<file path="config.mk">
export PLATFORM = sky130hd
export DESIGN_NAME = fg_config_bank_flat
export DESIGN_NICKNAME = d
export VERILOG_FILES = /design/src/rtl/fg_cfg_pkg.sv /design/src/rtl/fg_config_bank_if.sv /design/src/rtl/fg_sync_edge.sv /design/src/rtl/fg_config_bank.sv /design/src/flat_wrapper.sv
export SDC_FILE = /design/constraint.sdc
export NUM_CORES = 1
export LEC_CHECK = 0
export ABC_AREA = 1
export CAP_MARGIN = 20
export CELL_PAD_IN_SITES_DETAIL_PLACEMENT = 1
export CELL_PAD_IN_SITES_GLOBAL_PLACEMENT = 1
export CORE_UTILIZATION = 46
export CTS_BUF_LIST = sky130_fd_sc_hd__clkbuf_4
export CTS_CLUSTER_SIZE = 40
export DETAILED_ROUTE_END_ITERATION = 16
export PLACE_DENSITY = 0.83
export SLEW_MARGIN = 20
export SYNTH_ARGS = -nofsm -noshare
export SYNTH_HDL_FRONTEND = slang
export SYNTH_SLANG_ARGS = --single-unit
</file>
<file path="constraint.sdc">
create_clock -name clk_i -period 7 [get_ports clk_i]
set_input_delay 1.05 -clock clk_i [delete_from_list [all_inputs] [get_ports clk_i]]
set_output_delay 1.05 -clock clk_i [all_outputs]
set_load 0.02 [all_outputs]
</file>
<file path="src/rtl/fg_cfg_pkg.sv">
// Shared constants, commit-FSM encoding and register map for the function generator config bank.
package fg_cfg_pkg;

    localparam int unsigned DEF_NUM_REGS    = 8;
    localparam int unsigned DEF_DATA_W      = 8;
    localparam int unsigned DEF_ADDR_W      = 4;
    localparam int unsigned DEF_SYNC_STAGES = 2;

    // Commit FSM encoding
    localparam logic [0:0] ST_IDLE    = 1'b0;
    localparam logic [0:0] ST_PENDING = 1'b1;

    // Register indices consumed by the waveform core
    localparam int unsigned REG_WAVE_SEL = 0;
    localparam int unsigned REG_FREQ_HI  = 1;
    localparam int unsigned REG_FREQ_LO  = 2;
    localparam int unsigned REG_AMPL     = 3;
    localparam int unsigned REG_OFFSET   = 4;
    localparam int unsigned REG_DUTY     = 5;
    localparam int unsigned REG_PHASE    = 6;
    localparam int unsigned REG_CTRL     = 7;

    typedef enum logic [1:0] {
        DEC_REG    = 2'd0,
        DEC_COMMIT = 2'd1,
        DEC_ERR    = 2'd2
    } dec_e;

    // The commit request register sits just past the last data register
    function automatic int unsigned commit_addr(input int unsigned num_regs);
        return num_regs;
    endfunction

endpackage

</file>
<file path="src/rtl/fg_config_bank_if.sv">
// Host write bus plus waveform-core side signals of the config bank.
interface fg_config_bank_if
    import fg_cfg_pkg::*;
#(
    parameter int unsigned NUM_REGS = DEF_NUM_REGS,
    parameter int unsigned DATA_W   = DEF_DATA_W,
    parameter int unsigned ADDR_W   = DEF_ADDR_W
);
    logic                         wr_en_async_i;
    logic [ADDR_W-1:0]            addr_i;
    logic [DATA_W-1:0]            data_i;
    logic                         frame_sync_i;
    logic [NUM_REGS*DATA_W-1:0]   cfg_bus_o;
    logic                         pending_o;
    logic                         commit_done_o;
    logic                         wr_ack_o;
    logic                         addr_err_o;

    modport master (
        output wr_en_async_i, addr_i, data_i, frame_sync_i,
        input  cfg_bus_o, pending_o, commit_done_o, wr_ack_o, addr_err_o
    );

    modport slave (
        input  wr_en_async_i, addr_i, data_i, frame_sync_i,
        output cfg_bus_o, pending_o, commit_done_o, wr_ack_o, addr_err_o
    );
endinterface

</file>
<file path="src/rtl/fg_sync_edge.sv">
// N-stage synchroniser for an asynchronous strobe with a single-cycle rising-edge event output.
module fg_sync_edge #(
    parameter int unsigned STAGES = 2
) (
    input  logic clk_i,
    input  logic rst_i,
    input  logic async_i,
    output logic evt_c_o
);
    logic [STAGES-1:0] sync_q;
    logic              prev_q;

    always_ff @(posedge clk_i or posedge rst_i) begin
        if (rst_i) begin
            sync_q <= '0;
            prev_q <= 1'b0;
        end else begin
            sync_q <= {sync_q[STAGES-2:0], async_i};
            prev_q <= sync_q[STAGES-1];
        end
    end

    assign evt_c_o = sync_q[STAGES-1] & ~prev_q;

endmodule

</file>
<file path="src/rtl/fg_config_bank.sv">
// Shadow/active configuration register bank with a frame-aligned atomic commit.
module fg_config_bank
    import fg_cfg_pkg::*;
#(
    parameter int unsigned      NUM_REGS    = DEF_NUM_REGS,
    parameter int unsigned      DATA_W      = DEF_DATA_W,
    parameter int unsigned      ADDR_W      = DEF_ADDR_W,
    parameter int unsigned      SYNC_STAGES = DEF_SYNC_STAGES,
    parameter bit               AUTO_COMMIT = 1'b0,
    parameter logic [DATA_W-1:0] RESET_VALUE = '0
) (
    input  logic            clk_i,
    input  logic            rst_i,
    fg_config_bank_if.slave bus
);
    localparam int unsigned COMMIT_ADDR = commit_addr(NUM_REGS);

    logic              wr_evt_c;
    dec_e              dec_c;
    logic              reg_wr_c;
    logic              commit_wr_c;
    logic              copy_c;
    logic [NUM_REGS*DATA_W-1:0] cfg_flat_c;

    logic [0:0]        state_q, state_d;
    logic [DATA_W-1:0] shadow_q [NUM_REGS];
    logic [DATA_W-1:0] shadow_d [NUM_REGS];
    logic [DATA_W-1:0] active_q [NUM_REGS];
    logic [DATA_W-1:0] active_d [NUM_REGS];
    logic              wr_ack_q, wr_ack_d;
    logic              addr_err_q, addr_err_d;
    logic              commit_done_q, commit_done_d;

    fg_sync_edge #(.STAGES(SYNC_STAGES)) u_sync (
        .clk_i   (clk_i),
        .rst_i   (rst_i),
        .async_i (bus.wr_en_async_i),
        .evt_c_o (wr_evt_c)
    );

    // Address class; addr/data are quasi-static so sampling them unsynchronised is safe
    always_comb begin
        dec_c = DEC_ERR;
        if (bus.addr_i < ADDR_W'(NUM_REGS)) begin
            dec_c = DEC_REG;
        end else if (bus.addr_i == ADDR_W'(COMMIT_ADDR)) begin
            dec_c = DEC_COMMIT;
        end
    end

    assign reg_wr_c    = wr_evt_c && (dec_c == DEC_REG);
    assign commit_wr_c = wr_evt_c && (dec_c == DEC_COMMIT);

    always_comb begin
        state_d       = state_q;
        shadow_d      = shadow_q;
        active_d      = active_q;
        copy_c        = 1'b0;
        wr_ack_d      = reg_wr_c || commit_wr_c;
        addr_err_d    = wr_evt_c && (dec_c == DEC_ERR);

        if (!AUTO_COMMIT) begin
            case (state_q)
                ST_IDLE: begin
                    if (commit_wr_c && bus.data_i[0]) begin
                        state_d = ST_PENDING;
                    end
                end
                ST_PENDING: begin
                    // A cancel on the same edge as frame_sync wins: nothing is copied
                    if (commit_wr_c && !bus.data_i[0]) begin
                        state_d = ST_IDLE;
                    end else if (bus.frame_sync_i) begin
                        state_d = ST_IDLE;
                        copy_c  = 1'b1;
                    end
                end
            endcase
        end

        // Copy reads the pre-write shadow, so a colliding write stays shadow-only
        if (copy_c) begin
            active_d = shadow_q;
        end

        for (int unsigned i = 0; i < NUM_REGS; i++) begin
            if (reg_wr_c && (bus.addr_i == ADDR_W'(i))) begin
                shadow_d[i] = bus.data_i;
                if (AUTO_COMMIT) begin
                    active_d[i] = bus.data_i;
                end
            end
        end

        commit_done_d = copy_c;
    end

    always_ff @(posedge clk_i or posedge rst_i) begin
        if (rst_i) begin
            state_q       <= ST_IDLE;
            wr_ack_q      <= 1'b0;
            addr_err_q    <= 1'b0;
            commit_done_q <= 1'b0;
            for (int unsigned i = 0; i < NUM_REGS; i++) begin
                shadow_q[i] <= RESET_VALUE;
                active_q[i] <= RESET_VALUE;
            end
        end else begin
            state_q       <= state_d;
            wr_ack_q      <= wr_ack_d;
            addr_err_q    <= addr_err_d;
            commit_done_q <= commit_done_d;
            shadow_q      <= shadow_d;
            active_q      <= active_d;
        end
    end

    // Register 0 occupies the most significant byte lane
    always_comb begin
        cfg_flat_c = '0;
        for (int unsigned i = 0; i < NUM_REGS; i++) begin
            cfg_flat_c[(NUM_REGS-1-i)*DATA_W +: DATA_W] = active_q[i];
        end
    end

    assign bus.cfg_bus_o     = cfg_flat_c;
    assign bus.pending_o     = AUTO_COMMIT ? 1'b0 : state_q[0];
    assign bus.commit_done_o = AUTO_COMMIT ? 1'b0 : commit_done_q;
    assign bus.wr_ack_o      = wr_ack_q;
    assign bus.addr_err_o    = addr_err_q;

endmodule

</file>
<file path="src/flat_wrapper.sv">
// flat-port wrapper written by rule: the top's interface ports become plain ports
module fg_config_bank_flat import fg_cfg_pkg::*;
#(
    parameter int unsigned      NUM_REGS    = DEF_NUM_REGS,
    parameter int unsigned      DATA_W      = DEF_DATA_W,
    parameter int unsigned      ADDR_W      = DEF_ADDR_W,
    parameter int unsigned      SYNC_STAGES = DEF_SYNC_STAGES,
    parameter bit               AUTO_COMMIT = 1'b0,
    parameter logic [DATA_W-1:0] RESET_VALUE = '0
)
  (clk_i, rst_i, bus_wr_en_async_i, bus_addr_i, bus_data_i, bus_frame_sync_i, bus_cfg_bus_o, bus_pending_o, bus_commit_done_o, bus_wr_ack_o, bus_addr_err_o);
  fg_config_bank_if #(.NUM_REGS(NUM_REGS), .DATA_W(DATA_W), .ADDR_W(ADDR_W)) bus_i ();
  input  logic clk_i;
  input  logic rst_i;
  input wire logic [$bits(bus_i.wr_en_async_i)-1:0] bus_wr_en_async_i;
  input wire logic [$bits(bus_i.addr_i)-1:0] bus_addr_i;
  input wire logic [$bits(bus_i.data_i)-1:0] bus_data_i;
  input wire logic [$bits(bus_i.frame_sync_i)-1:0] bus_frame_sync_i;
  output wire logic [$bits(bus_i.cfg_bus_o)-1:0] bus_cfg_bus_o;
  output wire logic [$bits(bus_i.pending_o)-1:0] bus_pending_o;
  output wire logic [$bits(bus_i.commit_done_o)-1:0] bus_commit_done_o;
  output wire logic [$bits(bus_i.wr_ack_o)-1:0] bus_wr_ack_o;
  output wire logic [$bits(bus_i.addr_err_o)-1:0] bus_addr_err_o;
  assign bus_i.wr_en_async_i = bus_wr_en_async_i;
  assign bus_i.addr_i = bus_addr_i;
  assign bus_i.data_i = bus_data_i;
  assign bus_i.frame_sync_i = bus_frame_sync_i;
  assign bus_cfg_bus_o = bus_i.cfg_bus_o;
  assign bus_pending_o = bus_i.pending_o;
  assign bus_commit_done_o = bus_i.commit_done_o;
  assign bus_wr_ack_o = bus_i.wr_ack_o;
  assign bus_addr_err_o = bus_i.addr_err_o;
  fg_config_bank #(.NUM_REGS(NUM_REGS), .DATA_W(DATA_W), .ADDR_W(ADDR_W), .SYNC_STAGES(SYNC_STAGES), .AUTO_COMMIT(AUTO_COMMIT), .RESET_VALUE(RESET_VALUE)) u_core (.clk_i(clk_i), .rst_i(rst_i), .bus(bus_i));
endmodule
</file>
---- After elaboration in Yosys (flattened, before gate mapping) ----
Cells that the tools add are included.
storage, ports and cells
  register bits ........................... 135
  input bits .............................. 16
  logic and storage cells ................. 62
cells by class
  magnitude comparators ................... 1
  eq/ne operators ......................... 10
  mux-type cells .......................... 9
  bitwise gates (word level) .............. 3
  reductions and logical operators ........ 17
operators by type and width
  operator            number
  $eq 4x3->1 const B  4
  $logic_and 1x1->1   13
  $eq 4x2->1 const B  2
  $mux 1              6
  $eq 4x1->1 const B  1
  $eq 4x4->1 const B  1
  $logic_not 4->1     1
  $lt 4x4->1 const B  1
  $mux 2              2
  $eq 2x1->1 const B  1
  $eq 2x2->1 const B  1
  $logic_not 2->1     1
  $not 1->1           2
  $pmux 1 s2          1
  $and 1x1->1         1
  $logic_not 1->1     1
  $logic_or 1x1->1    1

---- Longest topological paths before layout ----
Gate-level depths: netlist of run 1.
  depth in word-level cells ............... 8
  gate-level depth with buffers ........... 9
  mapped depth without buffers ............ 8

---- Cells and area by module ----
A second synthesis of run 1 with hierarchy kept.
second synthesis, totals
  cells, all modules ...................... 548
  area total of the unflattened synthesis .. 5171.2 um^2
modules (own cells, without submodules)
  module          times used  cells each  area an instance (um^2)  seq. area each (um^2)
  fg_config_bank  1           542         5082.4                   3303.2
  fg_sync_edge    1           6           88.8                     75.1

---- Worst setup path before layout of run 1 ----
OpenSTA, ideal clock, no wires.
  path kind ............................... input -> register
  start ................................... in bus_addr_i[2]
  end ..................................... reg u_core.active_q, in the netlist u_core.bus.cfg_bus_o[48]
  setup time .............................. 0.117 ns
  data arrival time ....................... 1.808 ns
  data required time ...................... 6.883 ns
  slack ................................... 5.075 ns
  stages on the path ...................... 8
  buffers on the path ..................... 2
  path through ............................ inv_2 > nand2_2 > nor2_4 > nand3_4 > buf_6 > buf_6 > nand3_1 > nand2_1
on the way
  cells in the longest elaborated chain, start to end .. 8
  elaborated cells on any way between the ends .. 9
  classes of those cells .................. 1 x order compare; 2 x eq/ne; 4 x mux; 2 x reduce/logical
RTL lines
  item                                                RTL line               source
  from (decl)                                         flat_wrapper.sv:16     input wire logic [$bits(bus_i.addr_i)-1:0] bus_addr_i;
  branches (longest 2 deep; another with $lt 4x4->1)  n/a
  $mux 2 *                                            fg_config_bank.sv:44   if (bus.addr_i < ADDR_W'(NUM_REGS)) begin
  $eq 2x1->1 *                                        fg_config_bank.sv:52   assign commit_wr_c = wr_evt_c && (dec_c == DEC_COMMIT);
  $logic_and 1x1->1 *                                 fg_config_bank.sv:52
  $logic_and 1x1->1 *                                 fg_config_bank.sv:71   if (commit_wr_c && !bus.data_i[0]) begin
  $mux 1 *                                            fg_config_bank.sv:71
  $mux 1 *                                            fg_config_bank.sv:63   case (state_q)
  to (signal assigned)                                fg_config_bank.sv:114  active_q <= active_d;
  to (decl)                                           fg_config_bank.sv:28   logic [DATA_W-1:0] active_q [NUM_REGS];
Mark *: on every way between the ends.
A chain may end at the register's enable or synchronous reset.

---- Final worst setup path of run 1 ----
  start ................................... in bus_addr_i[2]
  end ..................................... reg u_core.active_q, in the netlist u_core.bus.cfg_bus_o[39]
Same word-level chain as after synthesis.

==> key figures, run 1 <==
Detailed routing
  • TritonRoute pass-1 iters: 4
  • WL final: 13,300 µm
  • Routed via count: 4,082
  • WL/cell: 16.8 µm
  • Starting DRT DRC Count: 313
  • Drt drc: 0
  • Final ANT Viol Nets: 0
  • Via/cell ratio: 5.17

Pwr
  • Total power: 0.00246 W
  • Net Switching: 0.000897 W
  • Sw Share: between 30% and 40%
  • Internal power: 0.00156 W
  • Power per cell area: 385 nW/µm²
  • P_leak: 3.26 nW
  • Combinational share of power: 35.9%
  • Sequential share of power: 47.5%
  • Maximum vdd drop: 0.173 mV
  • Clock share of power: 16.6%

Synth
  • Synth Warn #: 0
  • Post-synth EDFFs: 0
  • Unique masters post-synth: 19
  • Area leader, netlist: dfrtp_1
  • Ys async rst share: 100%
  • Synthesized cell area: around 5400 µm²
  • Post-Synthesis Cells: between 500 and 600
  • Seq/Total Area, Yosys: 62.7%
  • Net count after synthesis: about 570
  • Main area contributors after synthesis: dfrtp_1, nand2_1, nand3_1
  • Mapped Avg Cell Area: around 9.7 µm²
  • Top_reg_cell synth: dfrtp_1
  • Post-synth top area share: 62.7%
  • Synth Register Bits: roughly 140

Place
  • GPL Wtd Cong: roughly 0.73
  • Final HPWL DP: 8900 µm
  • Port Buf Inserts: 83

CTS
  • H-tree depth: 4
  • Setup Buffers After CTS: 0
  • Clock slew at reported path FFs: 0.11 ns
  • Clock Tree Root: clkbuf_4
  • Clock sink count: 135
  • Clock Latency Late Sink: 0.54 ns
  • Max Root-Sink Buffers: 2
  • PostCTS Resize Cnt: 0
  • CTS Buf Count: 17
  • Hold buffer count at cts: 0
  • CTS tree: done

Global route
  • Largest net degree at the start of global routing: a little under 90
  • Antenna violations before repair: 0
  • Global-route wire length before repair: between 20,000 and 25,000 µm
  • Tot GR Track Use: 24.6%
  • Number of global-route vias before repair: 4,353
  • Grt ovf: 0

Die
  • Die Span Y: 110 µm
  • Die width: 110 µm
  • Num ports: 84
  • Initial core utilization: between 40% and 50%
  • FP Rows: 39
  • Die area: 12,200 µm²
  • Core area: 11,400 µm²

STA
  • Final hold vios: 0
  • Final setup TNS: 0 ns
  • RSZ-0062 raised after global routing: false
  • Fin crit share: 47.9%
  • Final slew viol count: 0
  • Final min period: 3.36 ns
  • Worst slew pin tran: 0.952 ns
  • Fmax: 298 MHz
  • Slew headroom: 36.5%
  • Max Clock Skew: 0.0146 ns
  • Setup Viol. Count Final: 0

Setup path
  • Crit path kind: in2reg
  • CP Data Arrival Time: 3.82 ns
  • Biggest cell delay along the critical path: just under 1 ns
  • Req. time, crit path: 7.47 ns
  • Critical-path top delay cell: nand2_4
  • CP Max Fanout: 66
  • CP dominant cell by count: nand2_1
  • Crit path capture type: flop
  • Critical path startpoint category: primary input
  • Critical path, cell by cell: clkdlybuf4s50_1 > inv_2 > nand2_2 > nor2_4 > nand3_4 > nand2_4 > nand2_1 > nand2_1

Cells and area
  • Area taken by multi-input logic gates: between 1500 and 2000 µm²
  • Layout cell share with drive strength beyond 1: 11.6%
  • Antenna Cells: 0
  • Filler cells: 1,332
  • Register area: between 3000 and 4000 µm²
  • Area growth, synth to finish: 18.4%
  • NumNets Final: 651

Flow run
  • Max-Cap Viols: 0

Status
  • Outcome: completed

Hold path
  • Classification of the worst-slack hold path: reg2reg
## synthesized netlist by cell type (2+ instances only)
| master | count |
|---|---|
| nand2_1 | 213 |
| dfrtp_1 | 135 |
| nand3_1 | 68 |
| nand2_2 | 42 |
| o21ai_0 | 41 |
| inv_1 | 20 |
| buf_1 | 6 |
| buf_6 | 6 |
| buf_12 | 5 |
| nor2_1 | 5 |
| buf_2 | 4 |
| clkbuf_1 | 4 |
| nor2_4 | 2 |
## cell usage in the layout (no fill, tap or decap), types with 5 or more instances in the layout
master / n
clkinv_1: 7
nor2_1: 5
inv_1: 18
o21ai_0: 41
nand2_2: 42
clkbuf_4: 22
dfrtp_1: 135
nand3_1: 68
nand2_1: 213
clkdlybuf4s50_1: 83
## final timing paths
kind,start,end,slack (ns),cells after the start
min in group asynchronous,rst_i,u_core.u_sync.prev_q,0.93,2
worst max-delay path,bus_addr_i[2],u_core.bus.cfg_bus_o[39],3.64,8
worst min-delay path,u_core.u_sync.sync_q[0],u_core.u_sync.sync_q[1],0.37,0
worst min register to register,u_core.u_sync.sync_q[0],u_core.u_sync.sync_q[1],0.37,0
worst max register to register,u_core.u_sync.prev_q,u_core.bus.cfg_bus_o[39],4.37,7
max in group asynchronous,rst_i,u_core.shadow_q[4],4.86,3
## cell type report
cell class / instances / area share, %
inverters: 21 / 1.27
clock buffers: 22 / 2.59
repair buffers: 85 / 13.3
flip-flops and latches: 135 / 52.9
multi-input cells: 375 / 26.5
clock inverters: 9 / 0.569
well taps: 143 / 2.80
## registers in the layout (all words and copies together) (netlist names)
register	cells
u_core.bus.wr_ack_o	1
u_core.bus.pending_o	1
u_core.u_sync.sync_q	2
u_core.bus.addr_err_o	1
u_core.shadow_q	64
u_core.bus.cfg_bus_o	64
u_core.u_sync.prev_q	1
u_core.bus.commit_done_o	1
## cell families after synthesis
group	after synthesis	synth area share, %
AND/OR/NAND/NOR	334	27.6
AO/OA/AOI/OAI	41	3.81
buffers and inverters	47	5.92
flip-flops	135	62.7
## power groups by stage
stage	combinational [W]	clock (W)	sequential, W
global route	0.000971	0.000450	0.00120
floorplan	0.000294	0	0.00136
CTS	0.000896	0.000419	0.00117
detailed placement	0.000893	0	0.00118
global placement	0.000858	0	0.00117
finish	0.000881	0.000409	0.00117
## critical path, delay by kind of cell
family	cells	cell delay (ns)
buffers and inverters	2	0.63
AND/OR/NAND/NOR	6	2.09
## metrics by stage
step	cell area [µm²]	utilization (%)	instances	setup slack, ns	hold slack, ns
2_1_floorplan	5390	-	557	2.34	0.331
6_report	6380	55.9	790	3.64	0.367
3_3_place_gp	6180	54.1	759	3.23	0.331
3_5_place_dp	6180	54.1	759	3.08	0.340
5_1_grt	6380	55.9	790	3.43	0.381
4_1_cts	6380	55.9	790	3.66	0.365
## per-layer routing
layer	global-route usage [%]	share of wire, %	routed length [µm]
met1	32.8	46	6160
met2	40.0	49	6500
met4	7.99	1.4	185
met3	5.35	3.5	467
met5	0	0	0
(Power assumes the default switching activity.)
==> run 2: changes to the inputs <==
--- a/config.mk
+++ b/config.mk
@@ -9,11 +9,11 @@
 export CAP_MARGIN = 20
 export CELL_PAD_IN_SITES_DETAIL_PLACEMENT = 1
 export CELL_PAD_IN_SITES_GLOBAL_PLACEMENT = 1
-export CORE_UTILIZATION = 46
+export CORE_UTILIZATION = 39
 export CTS_BUF_LIST = sky130_fd_sc_hd__clkbuf_4
 export CTS_CLUSTER_SIZE = 40
 export DETAILED_ROUTE_END_ITERATION = 16
-export PLACE_DENSITY = 0.83
+export PLACE_DENSITY = 0.75
 export SLEW_MARGIN = 20
 export SYNTH_ARGS = -nofsm -noshare
 export SYNTH_HDL_FRONTEND = slang
==> constraint.sdc (replaced) <==
create_clock -name clk_i -period 2.81 [get_ports clk_i]
set_input_delay 0.4215 -clock clk_i [delete_from_list [all_inputs] [get_ports clk_i]]
set_output_delay 0.4215 -clock clk_i [all_outputs]
set_load 0.02 [all_outputs]
==> key figures, run 2 (synthesis gave the netlist of run 1 again) <==
STA
  • Slew headroom: 56.8%
  • Final setup TNS: 0 ns
  • RSZ-0062 raised after global routing: false
  • Final slew viol count: 0
  • Fmax: 505 MHz
  • Max Clock Skew: around 0.021 ns
  • Fin crit share: 70.5%
  • Worst slew pin tran: 0.645 ns
  • Final min period: 1.98 ns
  • Setup Viol. Count Final: 0
  • Final hold vios: 0

Cells and area
  • Area growth, synth to finish: 21.7%
  • NumNets Final: 657
  • Layout cell share with drive strength beyond 1: between 10% and 20%
  • Non-filler cells, final: 830
  • Most common cell after layout, fill and taps aside: nand2_1
  • Most frequent cells in the layout: nand2_1, dfrtp_1, clkdlybuf4s50_1
  • Area taken by multi-input logic gates: between 1500 and 2000 µm²
  • Register area: 3380 µm²
  • Filler cells: 1,559

CTS
  • Hold buffer count at cts: 0
  • CTS Buf Count: 17
  • H-tree depth: 4
  • PostCTS Resize Cnt: 0
  • CTS tree: done
  • Max Root-Sink Buffers: 2
  • Clock slew at reported path FFs: 0.11 ns
  • Clock Tree Root: clkbuf_4
  • Setup Buffers After CTS: 0
  • Clock sink count: 135
  • Clock Latency Late Sink: 0.53 ns

Die
  • Num ports: 84
  • Initial core utilization: around two fifths
  • Die width: 120 µm
  • Die area: 14,300 µm²
  • Die Span Y: 120 µm
  • FP Rows: 42
  • Core area: 13,300 µm²

Global route
  • Grt ovf: 0
  • Tot GR Track Use: between 20% and 30%
  • M3 GR Usage: 4.71%
  • GRT busiest layer: met2
  • Global-route wire length before repair: 22,300 µm
  • M2 GR Usage: 32.0%
  • Antenna violations before repair: 1
  • Met1 usage: between 20 and 30%
  • Largest net degree at the start of global routing: between 50 and 60
  • Number of global-route vias before repair: 4,334

Pwr
  • Maximum vdd drop: roughly 0.34 mV
  • Total power: a little over 0.006 W
  • P_leak: 3.31 nW
  • Power per cell area: 948 nW/µm²

Detailed routing
  • Routed via count: between 4,000 and 5,000
  • Final ANT Viol Nets: 0
  • WL final: approximately 13,000 µm
  • Starting DRT DRC Count: between 200 and 250
  • Drt drc: 0
  • WL/cell: 15.9 µm
  • Via/cell ratio: around 4.9
  • TritonRoute pass-1 iters: 6

Setup path
  • Biggest cell delay along the critical path: 0.62 ns
  • Critical path, cell by cell: clkdlybuf4s50_1
  • Delay-heaviest family, CP: buffers and inverters
  • Critical-path top delay cell: clkdlybuf4s50_1
  • Crit path kind: reg2out
  • Crit path capture type: output port
  • CP Max Fanout: 2
  • WP buf/inv: 1
  • CP Data Arrival Time: 1.56 ns
  • Critical path startpoint category: flop
  • Req. time, crit path: 2.39 ns

Place
  • Port Buf Inserts: 83
  • Final HPWL DP: between 9000 and 10,000 µm
  • Placed Instances: about 800
  • GPL Wtd Cong: 0.754

Flow run
  • Max-Cap Viols: 0

Hold path
  • Classification of the worst-slack hold path: in2async

Status
  • Outcome: completed
==> run 2: cell types whose count changed in the layout (fill, tap and decap cells not counted) <==
cell / delta
clkinv_1: -2
buf_12: +5
bufinv_16: +1
buf_4: +2
clkinv_4: +1
clkinv_2: +1
buf_6: -1
clkbuf_4: -3
diode_2: +1
clkinvlp_4: +3
inv_4: -1
==> run 2: cell type report <==
class	count	area share, %
Sequential cell	135	51.5
Clock buffer	19	2.17
Tap cell	176	3.36
Clock inverter	12	1.34
Inverter	21	1.26
Antenna cell	1	0.0382
Timing Repair Buffer	91	14.5
Multi-Input combinational cell	375	25.8
==> run 2: final timing paths <==
path | startpoint | to | slack, ns | cells past startpoint
max | u_core.bus.cfg_bus_o[27] | bus_cfg_bus_o[27] | 0.83 | 1
min | rst_i | u_core.bus.cfg_bus_o[3] | 0.18 | 2
max reg2reg | u_core.u_sync.prev_q | u_core.bus.cfg_bus_o[49] | 1.11 | 8
min reg2reg | u_core.u_sync.sync_q[0] | u_core.u_sync.sync_q[1] | 0.36 | 0
max in group asynchronous | rst_i | u_core.bus.cfg_bus_o[8] | 2.08 | 3
min in group clk_i | bus_wr_en_async_i | u_core.u_sync.sync_q[0] | 0.34 | 1
==> run 2: power breakdown <==
group          internal (W)  switching [W]  leakage, nW
combinational       0.00102        0.00119         1.42
clock              0.000434       0.000671        0.126
sequential          0.00252       0.000382         1.76
total               0.00397        0.00224         3.31
==> run 2: stage by stage <==
| stage | hold WS [ns] | cell area, µm² | utilization, % | setup WS [ns] |
|---|---|---|---|---|
| 6_report | 0.178 | 6560 | 49.1 | 0.829 |
| 2_1_floorplan | 0.331 | 5390 | - | 0.709 |
| 3_5_place_dp | 0.338 | 6330 | 47.4 | 0.443 |
| 5_1_grt | 0.157 | 6560 | 49.1 | 0.757 |
| 4_1_cts | 0.144 | 6560 | 49.1 | 0.777 |
| 3_3_place_gp | 0.335 | 6330 | 47.4 | 0.552 |
==> run 2: metal layers <==
metal,share of wire [%],wire [µm],vias to the layer above
li1,-,-,1930
met3,3.3,430,12
met2,49,6400,72
met4,1.2,156,0
met5,0,0,-
met1,47,6200,2030
==> run 3: changes to the inputs <==
--- a/config.mk
+++ b/config.mk
@@ -9,11 +9,11 @@
 export CAP_MARGIN = 20
 export CELL_PAD_IN_SITES_DETAIL_PLACEMENT = 1
 export CELL_PAD_IN_SITES_GLOBAL_PLACEMENT = 1
-export CORE_UTILIZATION = 39
+export CORE_UTILIZATION = 43
 export CTS_BUF_LIST = sky130_fd_sc_hd__clkbuf_4
 export CTS_CLUSTER_SIZE = 40
 export DETAILED_ROUTE_END_ITERATION = 16
-export PLACE_DENSITY = 0.75
+export PLACE_DENSITY = 0.78
 export SLEW_MARGIN = 20
 export SYNTH_ARGS = -nofsm -noshare
 export SYNTH_HDL_FRONTEND = slang
==> constraint.sdc (replaced) <==
create_clock -name clk_i -period 1.84 [get_ports clk_i]
set_input_delay 0.276 -clock clk_i [delete_from_list [all_inputs] [get_ports clk_i]]
set_output_delay 0.276 -clock clk_i [all_outputs]
set_load 0.02 [all_outputs]
==> key figures, run 3 (synthesis gave the netlist of run 1 again) <==
Setup path
  • Crit path kind: reg2out
  • WP buf/inv: 1
  • Crit path capture type: output port
  • Critical path startpoint category: flop
  • Req. time, crit path: ~1.6 ns
  • Biggest cell delay along the critical path: 0.59 ns
  • CP Max Fanout: 1
  • Delay-heaviest family, CP: buffers and inverters
  • Critical path, cell by cell: clkdlybuf4s50_1
  • CP Data Arrival Time: 1.48 ns
  • Critical-path top delay cell: clkdlybuf4s50_1

Die
  • FP Rows: 40
  • Die width: 114 µm
  • Core area: around 12,000 µm²
  • Die area: 13,000 µm²
  • Die Span Y: between 100 and 150 µm
  • Num ports: 84
  • Initial core utilization: between 40% and 50%

CTS
  • CTS tree: done
  • Setup Buffers After CTS: 0
  • Clock sink count: 135
  • Max Root-Sink Buffers: 2
  • Clock slew at reported path FFs: 0.11 ns
  • H-tree depth: 4
  • Clock Tree Root: clkbuf_4
  • CTS Buf Count: 17
  • Clock Latency Late Sink: between 0.5 and 0.6 ns

Detailed routing
  • Drt drc: 0
  • WL/cell: 16.6 µm
  • Via/cell ratio: 4.91
  • Starting DRT DRC Count: 206
  • Routed via count: 4,100
  • WL final: 13,900 µm
  • TritonRoute pass-1 iters: 4
  • Final ANT Viol Nets: 0

Hold path
  • Classification of the worst-slack hold path: in2reg

Global route
  • Number of global-route vias before repair: 4,407
  • Antenna violations before repair: 0
  • Global-route wire length before repair: between 20,000 and 25,000 µm
  • Grt ovf: 0
  • Tot GR Track Use: 23.4%
  • Largest net degree at the start of global routing: 66

Cells and area
  • Layout cell share with drive strength beyond 1: between 10% and 20%
  • Most common cell after layout, fill and taps aside: nand2_1
  • Filler cells: between 1,000 and 1,500
  • Area growth, synth to finish: 24.4%
  • Antenna Cells: 0
  • Most frequent cells in the layout: nand2_1, dfrtp_1, nand3_1
  • Final Util: 55.4%
  • NumNets Final: 670

Pwr
  • Total power: 0.00970 W
  • Clock share of power: 22.8%
  • Sequential share of power: 45.8%
  • Power per cell area: 1450 nW/µm²
  • Maximum vdd drop: 0.802 mV
  • P_leak: 3.73 nW
  • Sw Share: 37.0%
  • Combinational share of power: 31.4%
  • Net Switching: 0.00359 W
  • Internal power: 0.00612 W

STA
  • Max Clock Skew: 0.0241 ns
  • Fmax: 570 MHz
  • Setup Viol. Count Final: 0
  • Final setup TNS: 0 ns
  • Final slew viol count: 0
  • Slew headroom: 68.1%
  • Final hold vios: 0
  • Fin crit share: 95.4%
  • Final min period: 1.76 ns
  • RSZ-0062 raised after global routing: false
  • Hold slack: 0.164 ns
  • Worst slew pin tran: 0.478 ns

Place
  • GPL Wtd Cong: 0.784
  • Final HPWL DP: 9500 µm
  • Port Buf Inserts: 83

Status
  • Outcome: completed

Flow run
  • Max-Cap Viols: 0
[run 3: final cells by class]
cell class | count | area [µm²] | area share (%)
multi-input cells | 375 | 1690 | 25.2
inverters | 21 | 82.6 | 1.23
repair buffers | 104 | 1030 | 15.3
clock buffers | 18 | 135 | 2.02
clock inverters | 14 | 181 | 2.71
flip-flops and latches | 135 | 3380 | 50.4
well taps | 168 | 210 | 3.13
[run 3: timing repair]
action                                  in CTS  in global routing
hold endpoints to repair                     1                  0
endpoints found under the setup margin      62                  5
gates resized for setup                     62                  5
hold buffers                                 1                  0
[run 3: routing by layer]
metal,part of all wire (%),wire length (µm),GRT usage (%),vias to the layer above
met2,50,6900,38.9,76
met1,45,6300,30.1,2047
met4,1.6,225,8.83,0
li1,-,-,-,1960
met5,0,0,0,-
met3,3.2,438,4.99,17
[run 3: power groups by stage]
stage	combinational (W)	clock [W]	sequential (W)
after floorplan	0.00112	0	0.00517
after global placement	0.00338	0	0.00447
after detailed placement	0.00350	0	0.00453
after CTS	0.00312	0.00225	0.00446
after global routing	0.00335	0.00235	0.00455
final	0.00305	0.00221	0.00444
[run 3: per-stage QoR]
stage,worst slack [ns],instances,instance area [µm²]
2_1_floorplan,-0.115,557,5390
3_3_place_gp,0.0452,802,6440
3_5_place_dp,-0.0388,802,6440
4_1_cts,0.000673,835,6690
5_1_grt,0.0259,835,6710
6_report,0.0842,835,6710
[run 3: final timing paths]
kind	startpoint	end	slack (ns)	cells after the start
hold / removal	bus_wr_en_async_i	u_core.u_sync.sync_q[0]	0.16	1
min in group asynchronous	rst_i	u_core.shadow_q[41]	0.57	3
hold reg to reg	u_core.u_sync.sync_q[0]	u_core.u_sync.sync_q[1]	0.36	0
setup / recovery	u_core.bus.commit_done_o	bus_commit_done_o	0.08	1
max in group asynchronous	rst_i	u_core.shadow_q[17]	0.63	4
setup reg to reg	u_core.u_sync.prev_q	u_core.shadow_q[17]	0.34	8
==> RTL edit: new RTL, config.mk and constraints of run 2 <==
Change the package constant `DEF_SYNC_STAGES` from 2 to 4.
--- a/src/rtl/fg_cfg_pkg.sv
+++ b/src/rtl/fg_cfg_pkg.sv
@@ -6,3 +6,3 @@
     localparam int unsigned DEF_ADDR_W      = 4;
-    localparam int unsigned DEF_SYNC_STAGES = 2;
+    localparam int unsigned DEF_SYNC_STAGES = 4;
 
Function: changed (Yosys sat finds a counterexample within 4 cycles, from zero or initial values and one cycle with rst_i high).
==> RTL edit against run 2 <==
Die area grew 0.91%. Setup slack about the same. Largest cell class unchanged. Design area up 1.9%. Routed wire length up 2.2%. Largest power group unchanged. Clock power increased by 35%. Total power shrank 1.4%. Sequential cell count rose by 2. Combinational power is 17% lower. Area after synthesis increased by 0.93%.
==> RTL edit: results (changes against run 2) <==
| Metric | Value |
|---|---|
| Status | finished, final reports clean (unchanged) |
| Layout cell share with drive strength beyond 1 | 0.130 (was 0.127) |
| FF-to-FF path depth | 5 (was 8) |
| GRT Total Usage | 0.205 (was 0.203) |
| Static Leak | 3.37 nW (was 3.31 nW) |
| Worst R2R Setup Slack | 1180 ps (was 1110 ps) |
| Htree depth | 4 (unchanged) |
| Share of flip-flops with an asynchronous set or reset | 1.00 (unchanged) |
| RR Endpoint | u_core.shadow_q[48] (was u_core.bus.cfg_bus_o[49]) |
| Fin nets | 659 (was 657) |
| Synthesized instance count | 559 (was 557) |
| Share of power burned in registers | 0.455 (was 0.467) |
| Most frequent cells after synthesis | 213 x nand2_1, 137 x dfrtp_1, 68 x nand3_1 (was 213 x nand2_1, 135 x dfrtp_1, 68 x nand3_1) |
| Post-synthesis sequential area ratio | 0.630 (was 0.627) |
| Area contributors post-synth | dfrtp_1 63%, nand2_1 15%, nand3_1 6.3% (unchanged) |
| Starting DRT DRC Count | 158 (was 213) |
| Min-delay worst type | input port to async pin (unchanged) |
| Worst setup path start | u_core.bus.cfg_bus_o[45] (was u_core.bus.cfg_bus_o[27]) |
| Peak VDD IR | 0.386 mV (was 0.335 mV) |
| Initial antenna violation count | 0 (was 1) |
| Syn nets | 575 (was 573) |
| Postcts setup bufs | 0 (unchanged) |
| Hpwl dp | 9350 um (was 9150 um) |
| Cell Count, Final, Fillers Out | 832 (was 830) |
| CTS resizes | 0 (unchanged) |
| First-pass GRT wire length | 22,400 um (was 22,300 um) |
| Gp weighted congestion | 0.765 (was 0.754) |
| Worst-margin pin slew | 628 ps (was 645 ps) |
| Synth area leader | dfrtp_1 (unchanged) |
| Pint | 4.08 mW (was 3.97 mW) |
| Port bufs | 83 (unchanged) |
| Critical path fanouts, max | 2 (unchanged) |
| Final-layout fill cell count | 1,572 (was 1,559) |
| Critical Path Sink | bus_cfg_bus_o[45] (was bus_cfg_bus_o[27]) |
| TritonCTS Buffers | 17 (unchanged) |
| Post-synthesis adder-cell area fraction | 0 (unchanged) |
| Drt first pass iters | 4 (was 6) |
| Post-synthesis compound-gate area fraction | 0.0377 (was 0.0381) |
| Clock slew at reported path FFs | 110 ps (about the same) |
| Antenna Diode Count | 0 (was 1) |
| Slowest stage delay, CP | 630 ps |
| Worst path top cell family by delay | buffers and inverters (unchanged) |
| Post-Place Cells | 800 (was 798) |
| Pin count of the biggest net entering global routing | 78 (was 55) |
| Wire per inst | 16.2 um (was 15.9 um) |
| Worst Skew | 13.2 ps (was 21.0 ps) |
| Vias | 4,081 (was 4,044) |
| Combinational power share | 0.300 (was 0.355) |
| Vias in the first global route | 4,292 (was 4,334) |
-- RTL edit: final cells by class --
| cell class | instances | share of cell area |
|---|---|---|
| Clock buffer | 17 | 0.0191 |
| Tap cell | 176 | 0.0329 |
| Inverter | 21 | 0.0124 |
| Sequential cell | 137 | 0.513 |
| Timing Repair Buffer | 91 | 0.139 |
| Clock inverter | 15 | 0.0307 |
| Multi-Input combinational cell | 375 | 0.253 |
-- RTL edit: stage by stage --
stage | setup WS, ps | power (mW) | hold WS, ps | area, sq um
after floorplan | 681 | 3.82 | 331 | 5440
after global placement | 626 | 4.63 | 332 | 6350
after detailed placement | 570 | 4.70 | 336 | 6350
after CTS | 759 | 6.21 | 188 | 6680
after global routing | 729 | 6.49 | 215 | 6680
final | 829 | 6.13 | 224 | 6680
-- RTL edit: routing by layer --
| metal | track usage | part of all wire |
|---|---|---|
| met5 | 0 | 0 |
| met4 | 0.0781 | 0.015 |
| met3 | 0.0452 | 0.031 |
| met2 | 0.329 | 0.49 |
| met1 | 0.271 | 0.47 |
